--- src/rtl/noise_burst_ctrl.sv ---
// noise_burst_ctrl -- schedules on/off bursts for a bank of noise-generator lanes.
//
// A configuration (on/off lengths, burst count, lane count) is captured on a
// cfg_valid/cfg_ready handshake while idle. A start runs the schedule:
// ON for cfg_on cycles with the lane mask driven, OFF for cfg_off cycles with
// all lanes low, repeated cfg_bursts times (0 = until stop).
//
// Ports:
//   clk, rst                 clock, synchronous active-high reset
//   cfg_valid / cfg_ready    configuration handshake (ready only in IDLE)
//   cfg_on, cfg_off          ON / OFF phase lengths in cycles (CNT_W)
//   cfg_bursts               burst count, 0 = run until stop
//   cfg_lanes                lanes per burst, clamped to NUM_LANES
//   start, stop              begin / abort a schedule
//   noise_en                 registered per-lane enables
//   busy                     high in ON or OFF
//   done, err                completion / rejected-start pulses
//   burst_cnt                bursts completed in the current schedule
//
// Optional build macro: NOISE_LANE_ROTATE_EN -- rotate the lane mask left by
// one lane at each ON entry after the first.
module noise_burst_ctrl #(
  parameter int NUM_LANES = 4,
  parameter int CNT_W     = 16
) (
  input  logic                 clk,
  input  logic                 rst,
  input  logic                 cfg_valid,
  output logic                 cfg_ready,
  input  logic [CNT_W-1:0]     cfg_on,
  input  logic [CNT_W-1:0]     cfg_off,
  input  logic [7:0]           cfg_bursts,
  input  logic [4:0]           cfg_lanes,
  input  logic                 start,
  input  logic                 stop,
  output logic [NUM_LANES-1:0] noise_en,
  output logic                 busy,
  output logic                 done,
  output logic                 err,
  output logic [7:0]           burst_cnt
);

  typedef enum logic [1:0] {S_IDLE, S_ON, S_OFF} state_t;

  state_t               state_q, state_d;
  logic [CNT_W-1:0]     on_q, on_d, off_q, off_d, cnt_q, cnt_d;
  logic [7:0]           bursts_q, bursts_d, burst_cnt_q, burst_cnt_d, bc_inc;
  logic [4:0]           lanes_q, lanes_d, lanes_clamped, eff_lanes;
  logic [CNT_W-1:0]     eff_on;
  logic [NUM_LANES-1:0] mask_q, mask_d, next_mask, therm;
  logic [NUM_LANES-1:0] noise_en_q, noise_en_d;
  logic                 done_q, done_d, err_q, err_d;
  logic                 cap;

  // A start coinciding with a capture uses the incoming configuration.
  always_comb begin
    lanes_clamped = (cfg_lanes > 5'(NUM_LANES)) ? 5'(NUM_LANES) : cfg_lanes;
    cap           = cfg_valid && (state_q == S_IDLE);
    eff_on        = cap ? cfg_on        : on_q;
    eff_lanes     = cap ? lanes_clamped : lanes_q;
    bc_inc        = (burst_cnt_q == 8'hFF) ? 8'hFF : burst_cnt_q + 8'd1;
  end

  // Thermometer mask: lanes 0..eff_lanes-1 set.
  for (genvar i = 0; i < NUM_LANES; i++) begin : g_therm
    assign therm[i] = (5'(i) < eff_lanes);
  end

  // Mask used on every ON entry after the first.
  always_comb begin
`ifdef NOISE_LANE_ROTATE_EN
    next_mask = (mask_q << 1) | (mask_q >> (NUM_LANES - 1));
`else
    next_mask = mask_q;
`endif
  end

  always_comb begin
    state_d     = state_q;
    on_d        = on_q;
    off_d       = off_q;
    bursts_d    = bursts_q;
    lanes_d     = lanes_q;
    cnt_d       = cnt_q;
    mask_d      = mask_q;
    burst_cnt_d = burst_cnt_q;
    done_d      = 1'b0;
    err_d       = 1'b0;

    if (cap) begin
      on_d     = cfg_on;
      off_d    = cfg_off;
      bursts_d = cfg_bursts;
      lanes_d  = lanes_clamped;
    end

    // cnt_q holds the cycles remaining in the current phase after this one.
    unique case (state_q)
      S_IDLE: begin
        if (start && !stop) begin
          if (eff_on == '0 || eff_lanes == 5'd0) begin
            err_d = 1'b1;
          end else begin
            state_d     = S_ON;
            cnt_d       = eff_on - CNT_W'(1);
            mask_d      = therm;
            burst_cnt_d = 8'd0;
          end
        end
      end
      S_ON: begin
        if (stop) begin
          state_d = S_IDLE;
        end else if (cnt_q == '0) begin
          burst_cnt_d = bc_inc;
          if (bursts_q != 8'd0 && bc_inc == bursts_q) begin
            state_d = S_IDLE;
            done_d  = 1'b1;
          end else if (off_q == '0) begin
            cnt_d  = on_q - CNT_W'(1);
            mask_d = next_mask;
          end else begin
            state_d = S_OFF;
            cnt_d   = off_q - CNT_W'(1);
          end
        end else begin
          cnt_d = cnt_q - CNT_W'(1);
        end
      end
      S_OFF: begin
        if (stop) begin
          state_d = S_IDLE;
        end else if (cnt_q == '0) begin
          state_d = S_ON;
          cnt_d   = on_q - CNT_W'(1);
          mask_d  = next_mask;
        end else begin
          cnt_d = cnt_q - CNT_W'(1);
        end
      end
      default: state_d = S_IDLE;
    endcase

    noise_en_d = (state_d == S_ON) ? mask_d : '0;
  end

  always_ff @(posedge clk) begin
    if (rst) begin
      state_q     <= S_IDLE;
      on_q        <= CNT_W'(1);
      off_q       <= '0;
      bursts_q    <= 8'd1;
      lanes_q     <= 5'd1;
      cnt_q       <= '0;
      mask_q      <= '0;
      burst_cnt_q <= 8'd0;
      noise_en_q  <= '0;
      done_q      <= 1'b0;
      err_q       <= 1'b0;
    end else begin
      state_q     <= state_d;
      on_q        <= on_d;
      off_q       <= off_d;
      bursts_q    <= bursts_d;
      lanes_q     <= lanes_d;
      cnt_q       <= cnt_d;
      mask_q      <= mask_d;
      burst_cnt_q <= burst_cnt_d;
      noise_en_q  <= noise_en_d;
      done_q      <= done_d;
      err_q       <= err_d;
    end
  end

  assign cfg_ready = (state_q == S_IDLE);
  assign busy      = (state_q != S_IDLE);
  assign noise_en  = noise_en_q;
  assign done      = done_q;
  assign err       = err_q;
  assign burst_cnt = burst_cnt_q;

endmodule

--- config.mk ---
export PLATFORM = sky130hd
export DESIGN_NAME = noise_burst_ctrl
export DESIGN_NICKNAME = d
export VERILOG_FILES = /design/src/rtl/noise_burst_ctrl.sv
export SDC_FILE = /design/constraint.sdc
export NUM_CORES = 1
export LEC_CHECK = 0
export CAP_MARGIN = 20
export CORE_AREA = 2 2 104 106
export DETAILED_ROUTE_END_ITERATION = 8
export DIE_AREA = 0 0 106 108
export HOLD_SLACK_MARGIN = 0.08
export PLACE_DENSITY = 0.77
export SETUP_SLACK_MARGIN = 0.3
export SLEW_MARGIN = 15
export SYNTH_ARGS = -nofsm -noshare
export SYNTH_HDL_FRONTEND = slang
export SYNTH_SLANG_ARGS = --single-unit
--- constraint.sdc ---
create_clock -name clk -period 5.3 [get_ports clk]
set_input_delay 0.53 -clock clk [delete_from_list [all_inputs] [get_ports clk]]
set_output_delay 0.53 -clock clk [all_outputs]
set_load 0.01 [all_outputs]
==> results of run 1 <==
==> cells in the mapped netlist, types with 4 or more instances <==
cell / count
a311o_1: 4
nand2b_1: 12
or3_1: 10
o221ai_1: 7
a211o_1: 5
o21ai_0: 33
clkbuf_1: 26
a211oi_1: 15
nor4bb_1: 6
a21o_1: 4
nor3_1: 30
o31ai_1: 6
a21oi_1: 58
nand2_1: 97
buf_2: 11
o211a_1: 5
nor3b_1: 4
inv_1: 19
ha_1: 10
nor2b_1: 4
or4_1: 11
o22ai_1: 12
dfxtp_1: 81
and4_1: 5
nor4_1: 22
buf_6: 5
a311oi_1: 5
nand4_1: 8
nor2_1: 53
a31oi_1: 4
o211ai_1: 8
xnor2_1: 26
nand3_1: 19
and3_1: 9
or2_2: 6
mux2i_1: 18
xor2_1: 21
==> how the worst max path moves through the flow <==
stage               endpoint  slack (ps)  cells past startpoint
floorplan           cnt_q[9]        1530                     15
global route        cnt_q[9]        1100                     10
global placement    cnt_q[9]        1400                     11
detailed placement  cnt_q[9]        1200                     11
finish              cnt_q[9]        1260                     10
CTS                 cnt_q[5]        1410                     10
==> kinds of logic (layout without fill, tap and decap cells) <==
group,Yosys count,after routing,synth area share [%]
mux,21,21,3.68
buf+inv,73,108,6.50
flops,81,81,27.9
xor+xnor,47,47,7.08
simple gates,314,314,28.0
compound gates,205,205,24.6
fa+ha+maj,10,10,2.15
==> layer usage <==
layer	global-route usage [%]	part of all wire, %
met1	43.7	45
met2	47.7	44
met3	7.05	8.8
met4	9.59	1.8
met5	0	0
==> layout make-up <==
type / instances / area share (%)
clock inverters: 5 / 0.630
multi-input cells: 597 / 58.2
repair buffers: 73 / 10.8
well taps: 136 / 2.60
inverters: 19 / 1.09
flip-flops and latches: 81 / 24.7
clock buffers: 11 / 2.00
==> report_power, final <==
group	internal [mW]	total [mW]	switching (mW)
logic	0.289	0.750	0.461
registers	0.656	0.723	0.0665
clock network	0.174	0.433	0.259
total	1.12	1.90	0.786
==> worst register-to-register path, delay by kind of cell (launching register included) <==
family	cells	cell delay (ps)
buffers and inverters	2	370
AOI/OAI and AO/OA	4	1070
DFF	1	360
and+or+nand+nor	2	1060
muxes	1	360
adders and majority gates	1	700
==> state kept, by name (all words and copies together) (netlist names) <==
name and cells:
cnt_q 16, state_q 2, noise_en 4, lanes_q 5, on_q 16, off_q 16, bursts_q 8, done 1
burst_cnt 8, err 1, mask_q 4
==> impl_metrics.env, run 1 <==
export IMPL_ys_seq_area_share_pct=27.9
export IMPL_clk_latency_ps=400
export IMPL_peakVddDrop_v=0.000222
export IMPL_rr_worst_depth=10
export IMPL_ys_seq_elements=81
export IMPL_start_util_pct=56.8
export IMPL_r2r_start="state_q[1]"
export IMPL_p_total_mw=1.90
export IMPL_holdWs_ps=469
export IMPL_grt_max_degree=51
export IMPL_ys_flop_type="dfxtp_1"
export IMPL_crit_family="compound AO/OA/AOI/OAI gates"
export IMPL_crit_buf_inv=2
export IMPL_hold_viol_final=0
export IMPL_hold_depth=2
export IMPL_clk_pin_slew_ps=90
export IMPL_multi_input_area_mm2=0.00381
export IMPL_die_area_mm2=0.0114
export IMPL_critPathKind="flip-flop to flip-flop"
export IMPL_ys_types=84
export IMPL_boundaryPins=66
export IMPL_setup_viol=0
export IMPL_nets=841
export IMPL_mostFrequentLayoutCells="nand2_1, dfxtp_1, clkdlybuf4s50_1, a21oi_1, nor2_1"
export IMPL_num_antenna_cells=0
export IMPL_drv_slew=0
export IMPL_syn_num_nets=811
export IMPL_maxCapViolCount=0
export IMPL_fin_cells=922
export IMPL_drc=0
export IMPL_grt_pass1_vias=5334
export IMPL_drt_wl_total_um=17200
export IMPL_yosysTopAreaCellShare_pct=27.9
export IMPL_grtUsageTotal_pct=31.1
export IMPL_ys_async_sr_fraction_pct=0
export IMPL_rsz0062_at_grt="false"
export IMPL_hold_buffers=0
export IMPL_syn_to_final_growth_pct=12.8
export IMPL_drive_above_1_share_pct=7.00
export IMPL_fin_crit_sh_pct=76.2
export IMPL_crit_chain="inv_1, ha_1, nor4bb_1, o211ai_1, or3_1, o2111ai_2, a21oi_1, o21ai_0, buf_4, mux2_2"
export IMPL_synthTopCellsByArea="dfxtp_1, nand2_1, a21oi_1"
export IMPL_die_y_um=108
export IMPL_antenna_found_initial=0
export IMPL_ctsResizeCount=0
export IMPL_drt_initial_drc_count=499
export IMPL_routabilityCongestion=0.957
export IMPL_min_delay_start="mask_q[0]"
export IMPL_final_common_cell="nand2_1"
export IMPL_pre_cts_slack_ps=1200
export IMPL_drt_pass1_iter_count=5
export IMPL_postCtsSetupBuffers=0
export IMPL_timing_reg2reg_setup_slack_ps=1260
export IMPL_grt_ovfl_total=0
export IMPL_fin_skew_ps=20.3
export IMPL_finish_utilization_pct=64.1
export IMPL_post_dp_hpwl_um=12800
export IMPL_fmax_ghz=0.248
export IMPL_startpoint="state_q[1]"
export IMPL_synth_warnings=0
export IMPL_stdcell_area_mm2=0.00656
export IMPL_place_area_mm2=0.00638
export IMPL_fin_crit_ps=4040
export IMPL_min_path_type="flip-flop to flip-flop"
export IMPL_cts_root_buf="clkbuf_8"
export IMPL_critical_path_endpoint_type="flip-flop"
export IMPL_yosysTopAreaCell="dfxtp_1"
export IMPL_synth_cell_area_mm2=0.00581
export IMPL_port_buffers=65
export IMPL_wire_per_inst_um=18.7
export IMPL_setup_tns_final_ps=0
export IMPL_grt_pass1_wl_um=27700
export IMPL_r2r_end="cnt_q[9]"
export IMPL_ant_nets=0
export IMPL_cts_htree_levels=3
export IMPL_required_ps=5580
export IMPL_critPathMaxFanout=23
export IMPL_synthCells=751
export IMPL_fillers=934
export IMPL_critPathLaunchType="flip-flop"
export IMPL_postSynthAreaPerCell_um2=7.74
export IMPL_die_w_um=106
export IMPL_cts_tree="built"
export IMPL_power_density_mw_per_mm2=291
export IMPL_worst_pin_slew_ps=873
export IMPL_synth_edf_count=0
export IMPL_dpl_cell_count=906
export IMPL_holdPathEnd="mask_q[0]"
export IMPL_p_leak_nw=2.40
export IMPL_crit_arrival_ps=4310
export IMPL_critPathMaxStageDelay_ps=700
export IMPL_worst_slack_ps=1260
export IMPL_status="finished, final reports clean"
export IMPL_fp_coreArea_mm2=0.0102
export IMPL_cts_buffers_inserted=9
export IMPL_rows=37
export IMPL_seq_area_mm2=0.00162
export IMPL_cp_slowest_cell="ha_1"
export IMPL_cts_buffer_depth=2
export IMPL_viasPerCell=6.42
export IMPL_vias=5923
export IMPL_slew_headroom_pct=41.8
export IMPL_cts_sink_count=81
Power figures use the tool's default switching activity.
==> inputs of run 2 (changes only) <==
- CORE_AREA: 2 2 104 106 -> 2 2 109 111
- DIE_AREA: 0 0 106 108 -> 0 0 111 113
- PLACE_DENSITY: 0.77 -> 0.74
- clock period: 5.3 -> 3.4 ns (I/O delays scaled with it)
==> impl_metrics.env, run 2 (synthesis results as in run 1) <==
export IMPL_multi_input_area_mm2=0.00392
export IMPL_grt_pass1_wl_um=28500
export IMPL_status="finished, final reports clean"
export IMPL_required_ps=3670
export IMPL_grt_max_degree=38
export IMPL_r2r_start="state_q[1]"
export IMPL_final_common_cell="nand2_1"
export IMPL_crit_arrival_ps=3240
export IMPL_globalRouteMet3Util_pct=4.87
export IMPL_antenna_found_initial=0
export IMPL_holdWs_ps=440
export IMPL_drt_initial_drc_count=559
export IMPL_post_dp_hpwl_um=13400
export IMPL_drive_above_1_share_pct=11.4
export IMPL_pwr_share_clk_pct=28.5
export IMPL_use_met2_pct=46.4
export IMPL_nets=860
export IMPL_rr_worst_depth=11
export IMPL_drt_pass1_iter_count=5
export IMPL_critPathMaxStageDelay_ps=370
export IMPL_viasPerCell=6.36
export IMPL_critPathMaxFanout=14
export IMPL_cts_htree_levels=3
export IMPL_cts_sink_count=81
export IMPL_fin_crit_ps=2970
export IMPL_die_y_um=113
export IMPL_p_sw_share_pct=38.2
export IMPL_cp_slowest_cell="or3_1"
export IMPL_gr_max_usage_layer="met2"
export IMPL_pwr_share_seq_pct=33.7
export IMPL_die_w_um=111
export IMPL_cts_buffer_depth=2
export IMPL_syn_to_final_growth_pct=19.5
export IMPL_boundaryPins=66
export IMPL_ant_nets=0
export IMPL_setup_viol=0
export IMPL_grtUsageTotal_pct=28.4
export IMPL_mostFrequentLayoutCells="nand2_1, dfxtp_1, clkdlybuf4s50_1, a21oi_1, nor2_1"
export IMPL_min_delay_start="rst"
export IMPL_cts_tree="built"
export IMPL_hold_viol_final=0
export IMPL_vias=6033
export IMPL_port_buffers=65
export IMPL_comb_power_share_pct=37.8
export IMPL_critical_path_endpoint_type="flip-flop"
export IMPL_critPathLaunchType="flip-flop"
export IMPL_die_area_mm2=0.0125
export IMPL_hold_depth=2
export IMPL_grt_use_met1_pct=35.7
export IMPL_p_int_mw=2.07
export IMPL_fillers=994
export IMPL_num_antenna_cells=0
export IMPL_top_regs="cnt_q: 16 flops, off_q: 16 flops, on_q: 16 flops"
export IMPL_power_density_mw_per_mm2=481
export IMPL_hold_buffers=0
export IMPL_finish_utilization_pct=61.6
export IMPL_p_leak_nw=2.57
export IMPL_start_util_pct=51.6
export IMPL_drt_wl_total_um=18000
export IMPL_pre_cts_slack_ps=-140
export IMPL_routabilityCongestion=0.952
export IMPL_drc=0
export IMPL_fin_crit_sh_pct=87.4
export IMPL_grt_pass1_vias=5619
export IMPL_grt_ovfl_total=0
export IMPL_seq_area_mm2=0.00162
export IMPL_crit_chain="inv_1, ha_4, buf_6, nor4bb_4, o22ai_1, or3_1, o2111ai_2, buf_4, nor3_1, or2_1, a311oi_1"
export IMPL_wire_per_inst_um=19.0
export IMPL_fin_skew_ps=7.21
export IMPL_fmax_ghz=0.336
export IMPL_fp_coreArea_mm2=0.0113
export IMPL_holdPathEnd="on_q[7]"
export IMPL_min_path_type="primary input to flip-flop"
export IMPL_clk_latency_ps=350
export IMPL_clk_pin_slew_ps=70
export IMPL_timing_reg2reg_setup_slack_ps=430
export IMPL_maxCapViolCount=0
export IMPL_worst_pin_slew_ps=722
export IMPL_slew_headroom_pct=51.5
export IMPL_worst_slack_ps=428
export IMPL_cts_root_buf="clkbuf_16"
export IMPL_rows=39
export IMPL_p_sw_mw=1.28
export IMPL_cts_buffers_inserted=9
export IMPL_critPathKind="flip-flop to flip-flop"
export IMPL_drv_slew=0
export IMPL_rsz0062_at_grt="false"
export IMPL_peakVddDrop_v=0.000314
export IMPL_r2r_end="burst_cnt[7]"
==> run 2: cell types whose count changed in the layout (fill, tap and decap cells not counted), sizes merged <==
| cell | delta |
|---|---|
| buf | +19 |
| clkinvlp | -1 |
| inv | +2 |
| clkbuf | -1 |
==> run 2: layout make-up <==
class | count | area share, %
Tap cell | 143 | 2.58
Timing Repair Buffer | 92 | 12.4
Inverter | 19 | 1.03
Sequential cell | 81 | 23.3
Clock buffer | 10 | 3.44
Multi-Input combinational cell | 597 | 56.5
Clock inverter | 6 | 0.685
==> run 2: stage by stage <==
step,instances,cell area (µm²),power [mW],TNS (ps)
after floorplan,751,5860,1.99,0
after global placement,923,6490,2.29,0
after global routing,948,6950,3.51,0
final,948,6950,3.34,0
after CTS,942,6840,3.29,0
after detailed placement,923,6490,2.31,-478
==> run 2: worst max-delay path: cells and delay by family (launching register included) <==
kind / cells / cell delay [ps]
and+or+nand+nor: 4 / 1110
AOI/OAI and AO/OA: 3 / 660
buffers and inverters: 3 / 520
adders and majority gates: 1 / 220
DFF: 1 / 360
==> run 2: per-layer routing <==
layer,vias up,part of all wire (%)
met5,-,0
met4,0,4.7
met3,59,6.6
met2,261,46
met1,2837,43
li1,2876,-
==> run 2: repair_timing <==
action	4_1_cts	5_1_grt
pin swaps	1	1
setup buffers	3	6
endpoints found under the setup margin	14	25
gates cloned	0	0
gates resized for setup	5	12
==> run 2: how the worst max path moves through the flow <==
stage,start,endpoint,slack (ps),cells after the start
2_1_floorplan,state_q[0],cnt_q[9],310,15
3_3_place_gp,cfg_valid,burst_cnt[7],50,9
3_5_place_dp,cfg_valid,burst_cnt[7],-140,9
4_1_cts,burst_cnt[1],cnt_q[5],350,9
5_1_grt,state_q[1],burst_cnt[7],290,11
6_report,state_q[1],burst_cnt[7],430,11
==> run 2: power by group through the flow <==
stage                     clock (mW)  sequential (mW)  combinational [mW]
after floorplan                    0             1.11               0.878
after global placement             0             1.14                1.15
after detailed placement           0             1.14                1.17
after CTS                      0.961             1.12                1.20
after global routing            1.01             1.14                1.37
final                          0.952             1.13                1.26
==> inputs of run 3 (changes only) <==
- CAP_MARGIN: 20 -> 5
==> results of run 3 <==
No change in the layout: final DEF, timing and power equal those of run 2.
